--- src/rtl/syscall_console_pkg.sv ---
// Shared types and constants for the SYSCALL operator console.
// Holds the console FSM encoding and the active-low hex segment table.
// No logic of its own; imported by syscall_console and btn_debounce.
package syscall_console_pkg;

    // 2'd3 is unused and maps back to ST_RUN.
    typedef enum logic [1:0] {
        ST_RUN     = 2'd0,
        ST_HALTED  = 2'd1,
        ST_RELEASE = 2'd2
    } state_t;

    // Active-low {dp,g,f,e,d,c,b,a}, entry n shows hex digit n (dp off).
    localparam logic [15:0][7:0] SEG_HEX = {
        8'h8E, 8'h86, 8'hA1, 8'hC6, 8'h83, 8'h88, 8'h90, 8'h80,
        8'hF8, 8'h82, 8'h92, 8'h99, 8'hB0, 8'hA4, 8'hF9, 8'hC0
    };

    localparam logic [15:0] COUNT_MAX = 16'hFFFF;

endpackage

--- src/rtl/btn_debounce.sv ---
// Push-button synchronizer and debouncer producing a clean level and a press pulse.
// Latency: 2 sync cycles + DEBOUNCE_CYCLES stable samples, then level/rise registered.
// No backpressure: free-running, one-cycle rise pulse per accepted 0->1 transition.
//
// Ports:
//   clk     in   system clock
//   rst     in   synchronous active-high reset
//   btn_raw in   raw asynchronous button
//   level   out  debounced button level
//   rise    out  one-cycle pulse when level goes 0->1
module btn_debounce
    import syscall_console_pkg::*;
#(
    parameter int DEBOUNCE_CYCLES = 500000
) (
    input  logic clk,
    input  logic rst,
    input  logic btn_raw,
    output logic level,
    output logic rise
);

    localparam int CW = $clog2(DEBOUNCE_CYCLES + 1);
    localparam logic [CW-1:0] CNT_LAST = CW'(DEBOUNCE_CYCLES - 1);

    logic          sync1;
    logic          sync2;
    logic [CW-1:0] cnt;

    // cnt counts consecutive samples that disagree with the accepted level;
    // any agreeing sample restarts the run, so bounce never accumulates.
    always_ff @(posedge clk) begin
        if (rst) begin
            sync1 <= 1'b0;
            sync2 <= 1'b0;
            level <= 1'b0;
            rise  <= 1'b0;
            cnt   <= '0;
        end else begin
            sync1 <= btn_raw;
            sync2 <= sync1;
            rise  <= 1'b0;
            if (sync2 == level) begin
                cnt <= '0;
            end else if (cnt == CNT_LAST) begin
                cnt   <= '0;
                level <= sync2;
                rise  <= sync2;
            end else begin
                cnt <= cnt + CW'(1);
            end
        end
    end

endmodule

--- src/rtl/syscall_console.sv ---
// Operator console for the CPU SYSCALL halt/display/GO handshake with 8-digit 7-seg scan.
// Latency: GO registered one cycle after a debounced press; an/seg registered with the scan index.
// No backpressure: GO is a one-cycle pulse, never asserted two cycles in a row.
//
// Ports:
//   clk            in   system clock
//   CLR            in   synchronous active-high reset, wins over everything
//   display[31:0]  in   CPU display word
//   halt           in   CPU halted on SYSCALL (level)
//   btn_go         in   raw push-button, active-high
//   GO             out  one-cycle resume pulse
//   an[7:0]        out  active-low digit enables, an[i] = digit i
//   seg[7:0]       out  active-low segments {dp,g,f,e,d,c,b,a}
//   halted_led     out  high while not in RUN
//   syscall_count  out  acknowledged halts since reset, saturating
module syscall_console
    import syscall_console_pkg::*;
#(
    parameter int SCAN_DIV        = 50000,
    parameter int DEBOUNCE_CYCLES = 500000
) (
    input  logic        clk,
    input  logic        CLR,
    input  logic [31:0] display,
    input  logic        halt,
    input  logic        btn_go,
    output logic        GO,
    output logic [7:0]  an,
    output logic [7:0]  seg,
    output logic        halted_led,
    output logic [15:0] syscall_count
);

    localparam int PW = $clog2(SCAN_DIV + 1);
    localparam logic [PW-1:0] PRESC_LAST = PW'(SCAN_DIV - 1);

    state_t        state;
    state_t        state_nxt;
    logic          halt_q;
    logic          halt_rise;
    logic [31:0]   shown;
    logic [31:0]   shown_nxt;
    logic [15:0]   count_nxt;
    logic          go_nxt;
    logic          btn_press;
    logic          btn_level;
    logic          unused_btn_level;

    logic [PW-1:0] presc;
    logic          scan_tick;
    logic [2:0]    idx;
    logic [2:0]    idx_nxt;
    logic [3:0]    nib;
    logic          dp_n;

    btn_debounce #(
        .DEBOUNCE_CYCLES (DEBOUNCE_CYCLES)
    ) u_btn (
        .clk     (clk),
        .rst     (CLR),
        .btn_raw (btn_go),
        .level   (btn_level),
        .rise    (btn_press)
    );

    assign unused_btn_level = btn_level;

    assign halt_rise  = halt & ~halt_q;
    assign halted_led = (state != ST_RUN);

    // Next-state logic. In RUN a halt rise takes priority and any press in
    // the same cycle is simply dropped (presses are ignored in RUN anyway).
    always_comb begin
        state_nxt = state;
        shown_nxt = shown;
        count_nxt = syscall_count;
        go_nxt    = 1'b0;
        case (state)
            ST_RUN: begin
                shown_nxt = display;
                if (halt_rise) begin
                    state_nxt = ST_HALTED;
                    if (syscall_count != COUNT_MAX) begin
                        count_nxt = syscall_count + 16'd1;
                    end
                end
            end
            ST_HALTED: begin
                if (btn_press) begin
                    go_nxt    = 1'b1;
                    state_nxt = ST_RELEASE;
                end
            end
            ST_RELEASE: begin
                if (!halt) begin
                    state_nxt = ST_RUN;
                end else if (btn_press) begin
                    // Retry: CPU missed the first GO; masked so GO never doubles.
                    go_nxt = ~GO;
                end
            end
            default: begin
                state_nxt = ST_RUN;
            end
        endcase
    end

    // Scan index and the digit it selects are computed from next-cycle values
    // so an and seg always change on the same edge as idx (no ghosting).
    assign scan_tick = (presc == PRESC_LAST);
    assign idx_nxt   = scan_tick ? idx + 3'd1 : idx;
    assign nib       = shown_nxt[{idx_nxt, 2'b00} +: 4];
    assign dp_n      = ~((idx_nxt == 3'd0) && (state_nxt != ST_RUN));

    always_ff @(posedge clk) begin
        if (CLR) begin
            state         <= ST_RUN;
            halt_q        <= 1'b0;
            shown         <= '0;
            syscall_count <= '0;
            GO            <= 1'b0;
            presc         <= '0;
            idx           <= '0;
            an            <= 8'hFE;
            seg           <= 8'hC0;
        end else begin
            state         <= state_nxt;
            halt_q        <= halt;
            shown         <= shown_nxt;
            syscall_count <= count_nxt;
            GO            <= go_nxt;
            presc         <= scan_tick ? '0 : presc + PW'(1);
            idx           <= idx_nxt;
            an            <= ~(8'b1 << idx_nxt);
            seg           <= {dp_n, SEG_HEX[nib][6:0]};
        end
    end

endmodule

--- config.mk ---
export PLATFORM = sky130hd
export DESIGN_NAME = syscall_console
export DESIGN_NICKNAME = d
export VERILOG_FILES = /design/src/rtl/syscall_console_pkg.sv /design/src/rtl/btn_debounce.sv /design/src/rtl/syscall_console.sv
export SDC_FILE = /design/constraint.sdc
export NUM_CORES = 1
export LEC_CHECK = 0
export CAP_MARGIN = 20
export CORE_MARGIN = 8
export CORE_UTILIZATION = 45
export DETAILED_ROUTE_END_ITERATION = 16
export PLACE_DENSITY = 0.7
export REMOVE_ABC_BUFFERS = 1
export SLEW_MARGIN = 40
export SYNTH_ARGS = -nofsm -noshare
export SYNTH_HDL_FRONTEND = slang
export SYNTH_SLANG_ARGS = --single-unit
export TNS_END_PERCENT = 1
--- constraint.sdc ---
create_clock -name clk -period 3.3 [get_ports clk]
set_clock_uncertainty 0.05 [all_clocks]
set_input_delay 0.66 -clock clk [delete_from_list [all_inputs] [get_ports clk]]
set_output_delay 0.66 -clock clk [all_outputs]
set_load 0.05 [all_outputs]
# After elaboration in Yosys (flattened, before gate mapping)
# Memories as Yosys holds them, arrays and structs flattened. A register that Yosys moved wholly into a read port is not among the register bits.
# Index checks and enable logic that the tools add are counted.
# W data, S select, Z words.
[totals]
inputBits = 36
wordCells = 56
memories = 1
mem_bits_ro = 128
regBits = 110
[classes]
mux = 11
shifts = 2
magnitude_cmp = 1
n_addsub = 4
n_reduce_logical = 10
bitwise_logic = 7
n_eq_ne = 6
[memory_table]
columns = ["memory", "depth", "word_bits", "rd", "rd_ports_with_merged_regs", "write_ports", "line_no", "text"]
rows = [
  ["(no name shown)", 16, 8, 1, 1, 0, "syscall_console.sv:135", "seg <= {dp_n, SEG_HEX[nib][6:0]};"],
]
[ops]
columns = ["cell", "count"]
rows = [
  ["$add A16 B1 Y16 const B", 2],
  ["$mux W32", 1],
  ["$shiftx A32 B6 Y4", 1],
  ["$add A19 B1 Y19 const B", 1],
  ["$eq A19 B19 Y1 const B", 1],
  ["$eq A16 B16 Y1 const B", 1],
  ["$ne A16 B16 Y1 const B", 1],
  ["$not A8 Y8", 1],
  ["$shl A1 B3 Y8 const A", 1],
  ["$mux W7", 1],
  ["$mux W2", 3],
  ["$pmux W2 S3", 1],
  ["$reduce_or A3 Y1", 2],
  ["$lt A4 B5 Y1 const B", 1],
  ["$not A1 Y1", 5],
  ["$reduce_bool A2 Y1", 2],
  ["$add A3 B1 Y3 const B", 1],
  ["$logic_not A3 Y1", 1],
  ["$mux W1", 3],
  ["$mux W3", 1],
  ["$reduce_and A3 Y1", 1],
  ["$eq A2 B1 Y1 const B", 1],
  ["$eq A2 B2 Y1 const B", 1],
  ["$logic_not A2 Y1", 1],
  ["other kinds (6)", 6],
]

# Depth between registers and ports, before layout
[depth]
word_depth = 7
depth_mapped = 15
depth_no_buf = 13

# Hierarchy
# Synthesis repeated with hierarchy kept, for this count alone.
[hier_totals]
hier_cells = 538
area_unflattened_um2 = 5121.2
[by_module_without_submodules]
columns = ["module", "cells_each", "instances", "seq_area_each_um2", "area_each_um2"]
rows = [
  ["syscall_console", 423, 1, 1741.7, 4091.4],
  ["btn_debounce", 115, 1, 460.4, 1029.7],
]

# Worst setup path before layout
# No wires, ideal clock.
[synth_timing]
path_kind = "flip-flop to flip-flop"
start = "reg state[0]"
end = "reg seg[1]"
synth_period_minus_slack_ps = 3564
stages_incl_launch_ff = 14
path_slack_ps = -264
arrival_ps = 3431
setup_ps = 83
cell_sequence = "dfxtp_1 > inv_1 > ha_1 > buf_2 > buf_2 > clkbuf_1 > inv_1 > nand2_1 > o221a_2 > a41oi_1 > inv_1 > ha_1 > or3b_2 > o221ai_1"
[synth_via]
elab_chain_cells = 3
[synth_rtl]
columns = ["item", "line_no", "text"]
rows = [
  ["start: declaration", "syscall_console.sv:37", "state_t state;"],
  ["start signal: assignment", "syscall_console.sv:127", "state <= state_nxt;"],
  ["$logic_not A2 Y1", "syscall_console.sv:78", "case (state)"],
  ["$mux W32", "syscall_console.sv:78", ""],
  ["$shiftx A32 B6 Y4", "syscall_console.sv:112", "assign nib = shown_nxt[{idx_nxt, 2'b00} +: 4];"],
  ["end: declaration", "syscall_console.sv:29", "output logic [7:0] seg,"],
]
# Every way passes these cells.
# A chain may end at the register's enable or synchronous reset.

# Worst setup path in the final report
[layout_timing]
start = "reg presc[4]"
end = "reg seg[1]"
[layout_via]
elab_chain_cells = 3
[layout_rtl]
columns = ["item", "line_no", "text"]
rows = [
  ["start: declaration", "syscall_console.sv:49", "logic [PW-1:0] presc;"],
  ["start signal: assignment", "syscall_console.sv:132", "presc <= scan_tick ? '0 : presc + PW'(1);"],
  ["$eq A16 B16 Y1", "syscall_console.sv:110", "assign scan_tick = (presc == PRESC_LAST);"],
  ["$mux W3", "syscall_console.sv:111", "assign idx_nxt = scan_tick ? idx + 3'd1 : idx;"],
  ["$shiftx A32 B6 Y4", "syscall_console.sv:112", ""],
]
# Every way passes these cells.

==> flow_metrics.py <==
metrics = {
    "outcome": {
        "status": "finished clean",
    },
    "worst_setup_path": {
        "cp_top_family": "simple AND/OR/NAND/NOR gates",
        "max_stage_delay_ps": 550,
        "worstRegToRegCells": 11,
        "timing.rr.start": "presc[4]",
        "worst_path_max_delay_cell": "or4b_4",
        "path_class": "register to register",
        "required_ps": 3520,
        "crit_top_cell": "buf_6",
        "r2r_slack_ps": 50,
        "crit_path_start_kind": "register",
        "cp_num_buf_inv": 4,
        "end_kind": "register",
        "crit_path_start": "presc[4]",
        "cp_max_fo": 5,
        "cp.depth": 11,
        "crit_arrival_ps": 3480,
        "path_cells": "or4b_4, nor4_4, buf_6, xnor2_4, buf_6, mux2_4, o221a_4, buf_6, buf_4, or4_4, o221ai_2",
        "r2r-end": "seg[1]",
    },
    "run": {
        "cap_violations": 0,
    },
    "clock_network": {
        "clk_pin_slew_ps": 70,
        "clock_insertion_delay_worst_skew_ps": 340,
        "root_buffer": "clkbuf_16",
        "cts_tree": "built",
        "postCtsHoldBufs": 0,
        "numCtsBuffers": 9,
        "cts_max_level": 3,
        "cts_buffer_depth": 2,
        "cts_sinks": 110,
    },
    "power_and_ir_drop": {
        "switchingPower_w": 0.0007213,
        "leakagePower_nw": 2.819,
        "powerDensity_nw_per_um2": 416.4,
        "p_int_w": 0.002193,
        "switching_share_pct": 24.75,
        "clkPwrFrac_pct": 36.2,
        "vdd_ir_drop_max_v": 0.0002783,
        "comb_power_share_pct": 15.7,
        "power_frac_seq_pct": 48.1,
    },
    "yosys": {
        "synth_area_sq_um": 5261,
        "synthArstFlopShare_pct": 0,
        "synth_warnings": 0,
        "yosys-top-cells-count": "113 x nor2_1, 110 x dfxtp_1, 45 x mux2i_1",
        "postSynthAreaPerCell_sq_um": 9.214,
        "synth_edf_count": 0,
        "syn_inst": 571,
        "ys_seq_area_share_pct": 41.85,
        "synthTopCellsByArea": "dfxtp_1 42%, mux2i_1 8.6%, nor2_1 8.1%",
        "ys.flop_type": "dfxtp_1",
        "synth_top_area_share_pct": 41.85,
        "synth_largest_area_cell": "dfxtp_1",
        "ys_types": 63,
        "yosysMostFrequentCell": "nor2_1",
        "ys_ff_latch": 110,
    },
    "cells_and_area": {
        "utilization_pct": 61.30,
        "fill_cells": 966,
        "design_area_sq_um": 6999,
        "area.growth.synth_to_final_pct": 33.03,
        "drive_gt1_share_pct": 17.71,
        "fin_nets": 737,
        "antenna_cells": 0,
    },
    "sta": {
        "fin_tns_setup_ps": 0,
        "fmax_mhz": 307.2,
        "slew_headroom_pct": 58.51,
        "timing.final.crit_share_pct": 98.63,
        "min_period_ps": 3255,
        "final_max_slew_viol_count": 0,
        "hold_ws_ps": 393.6,
        "final-hold-violation-count": 0,
        "rsz0062_at_grt": "yes",
        "setup_viol": 0,
        "tightest_slew_ps": 622.3,
    },
    "place": {
        "place.gp.congestion": 0.8429,
        "hpwl_um": 9310,
        "io_buffers": 69,
        "placed_area_sq_um": 6442,
    },
    "detailed_routing": {
        "via_per_inst": 5.275,
        "routed_wl_um": 12660,
        "drt_iter0_drc": 287,
        "ant_nets": 0,
        "num_vias": 4389,
        "firstDrtPassIters": 4,
        "post-route-drc-count": 0,
        "detail_route.wl_per_cell_um": 15.22,
    },
    "die": {
        "row_count": 39,
        "ioPinCount": 70,
        "die_area_sq_um": 15410,
        "core-area_sq_um": 11420,
        "die_h_um": 124.1,
        "start_util_pct": 46.08,
        "fp.dieW_um": 124.1,
    },
    "global_route": {
        "grt_max_degree": 50,
        "grt_util_all_layers_pct": 16.56,
        "grt_pass1_wl_um": 20380,
        "grt_pass1_vias": 4347,
        "grt_overflow": 0,
        "antenna_found_initial": 0,
    },
    "hold_path": {
        "hp-class": "register to register",
        "hp-start": "u_btn.sync1",
        "hold-path-endpoint": "u_btn.sync2",
        "whs_path_depth": 1,
    },
}
logic make-up after synthesis:
family,Yosys count,share of synthesized area (%)
simple gates,252,23.80
flops,110,41.85
mux,59,12.70
xor+xnor,50,8.466
compound gates,46,6.754
buf+inv,40,3.091
fa+ha+maj,14,3.329
routing by layer:
metal	routed length, um	GRT usage (%)	up-vias
met4	297	9.442	0
met5	0	0	-
met3	749	2.947	18
li1	-	-	2211
met2	5781	26.18	101
met1	5833	20.92	2059
cells in the final DEF (no fill, tap or decap), drive strengths merged, types with 9 or more instances in the layout:
master / count
nor2: 113
dfxtp: 110
clkdlybuf4s50: 68
buf: 62
mux2i: 45
nand2: 33
xor2: 33
nand3: 25
xnor2: 17
inv: 15
ha: 14
and3: 12
a21oi: 11
clkbuf: 11
nand4: 10
and2: 9
mux2: 9
power groups by stage:
stage / sequential, W / clock, W / combinational [W]
after floorplan: 0.00147 / 0 / 0.000206
after global placement: 0.00143 / 0 / 0.000408
after detailed placement: 0.00143 / 0 / 0.000416
after CTS: 0.00140 / 0.00108 / 0.000432
after global routing: 0.00141 / 0.00114 / 0.000491
final: 0.00140 / 0.00105 / 0.000458
metrics by stage:
| step | std cells | setup slack (ps) | power [W] |
|---|---|---|---|
| floorplan | 546 | -955.4 | 0.001680 |
| global placement | 812 | -119.8 | 0.001837 |
| detailed placement | 812 | -226.7 | 0.001847 |
| CTS | 828 | 2.525 | 0.002916 |
| global route | 832 | -106.9 | 0.003037 |
| finish | 832 | 45.26 | 0.002914 |
repair_timing:
action                                  in CTS  in global routing
gates resized for setup                     18                 26
pin swaps                                    7                 19
endpoints found under the setup margin       7                  7
setup buffers                                3                  4
state kept, by name, summed over array words and instances (netlist names):
name / cells
syscall_count: 16
u_btn.rise: 1
u_btn.level: 1
u_btn.cnt: 19
halt_q: 1
u_btn.sync2: 1
idx: 3
state: 2
shown: 32
u_btn.sync1: 1
presc: 16
seg: 8
GO: 1
an: 8
worst register-to-register path, stage by stage, from the launching register on:
cell,delay [ps]
dfxtp_2,320
or4b_4,550
nor4_4,330
buf_6,190
xnor2_4,160
buf_6,160
mux2_4,300
o221a_4,300
buf_6,120
buf_4,130
or4_4,510
o221ai_2,70
area by class of cell:
cell class / instances / area, sq um / share of cell area, %
Clock inverter: 2 / 35.03 / 0.5005
Timing Repair Buffer: 130 / 1177 / 16.82
Clock buffer: 11 / 242.7 / 3.468
Multi-Input combinational cell: 421 / 3104 / 44.35
Sequential cell: 110 / 2205 / 31.50
Inverter: 15 / 56.30 / 0.8044
Tap cell: 143 / 178.9 / 2.556
worst max-delay path by stage:
stage             end  slack, ps
2_1_floorplan  seg[1]       -960
3_3_place_gp   seg[0]       -120
3_5_place_dp   seg[0]       -230
4_1_cts        seg[1]          3
5_1_grt        seg[0]       -110
6_report       seg[1]         50
No activity file was read; power rests on OpenSTA's default activity.
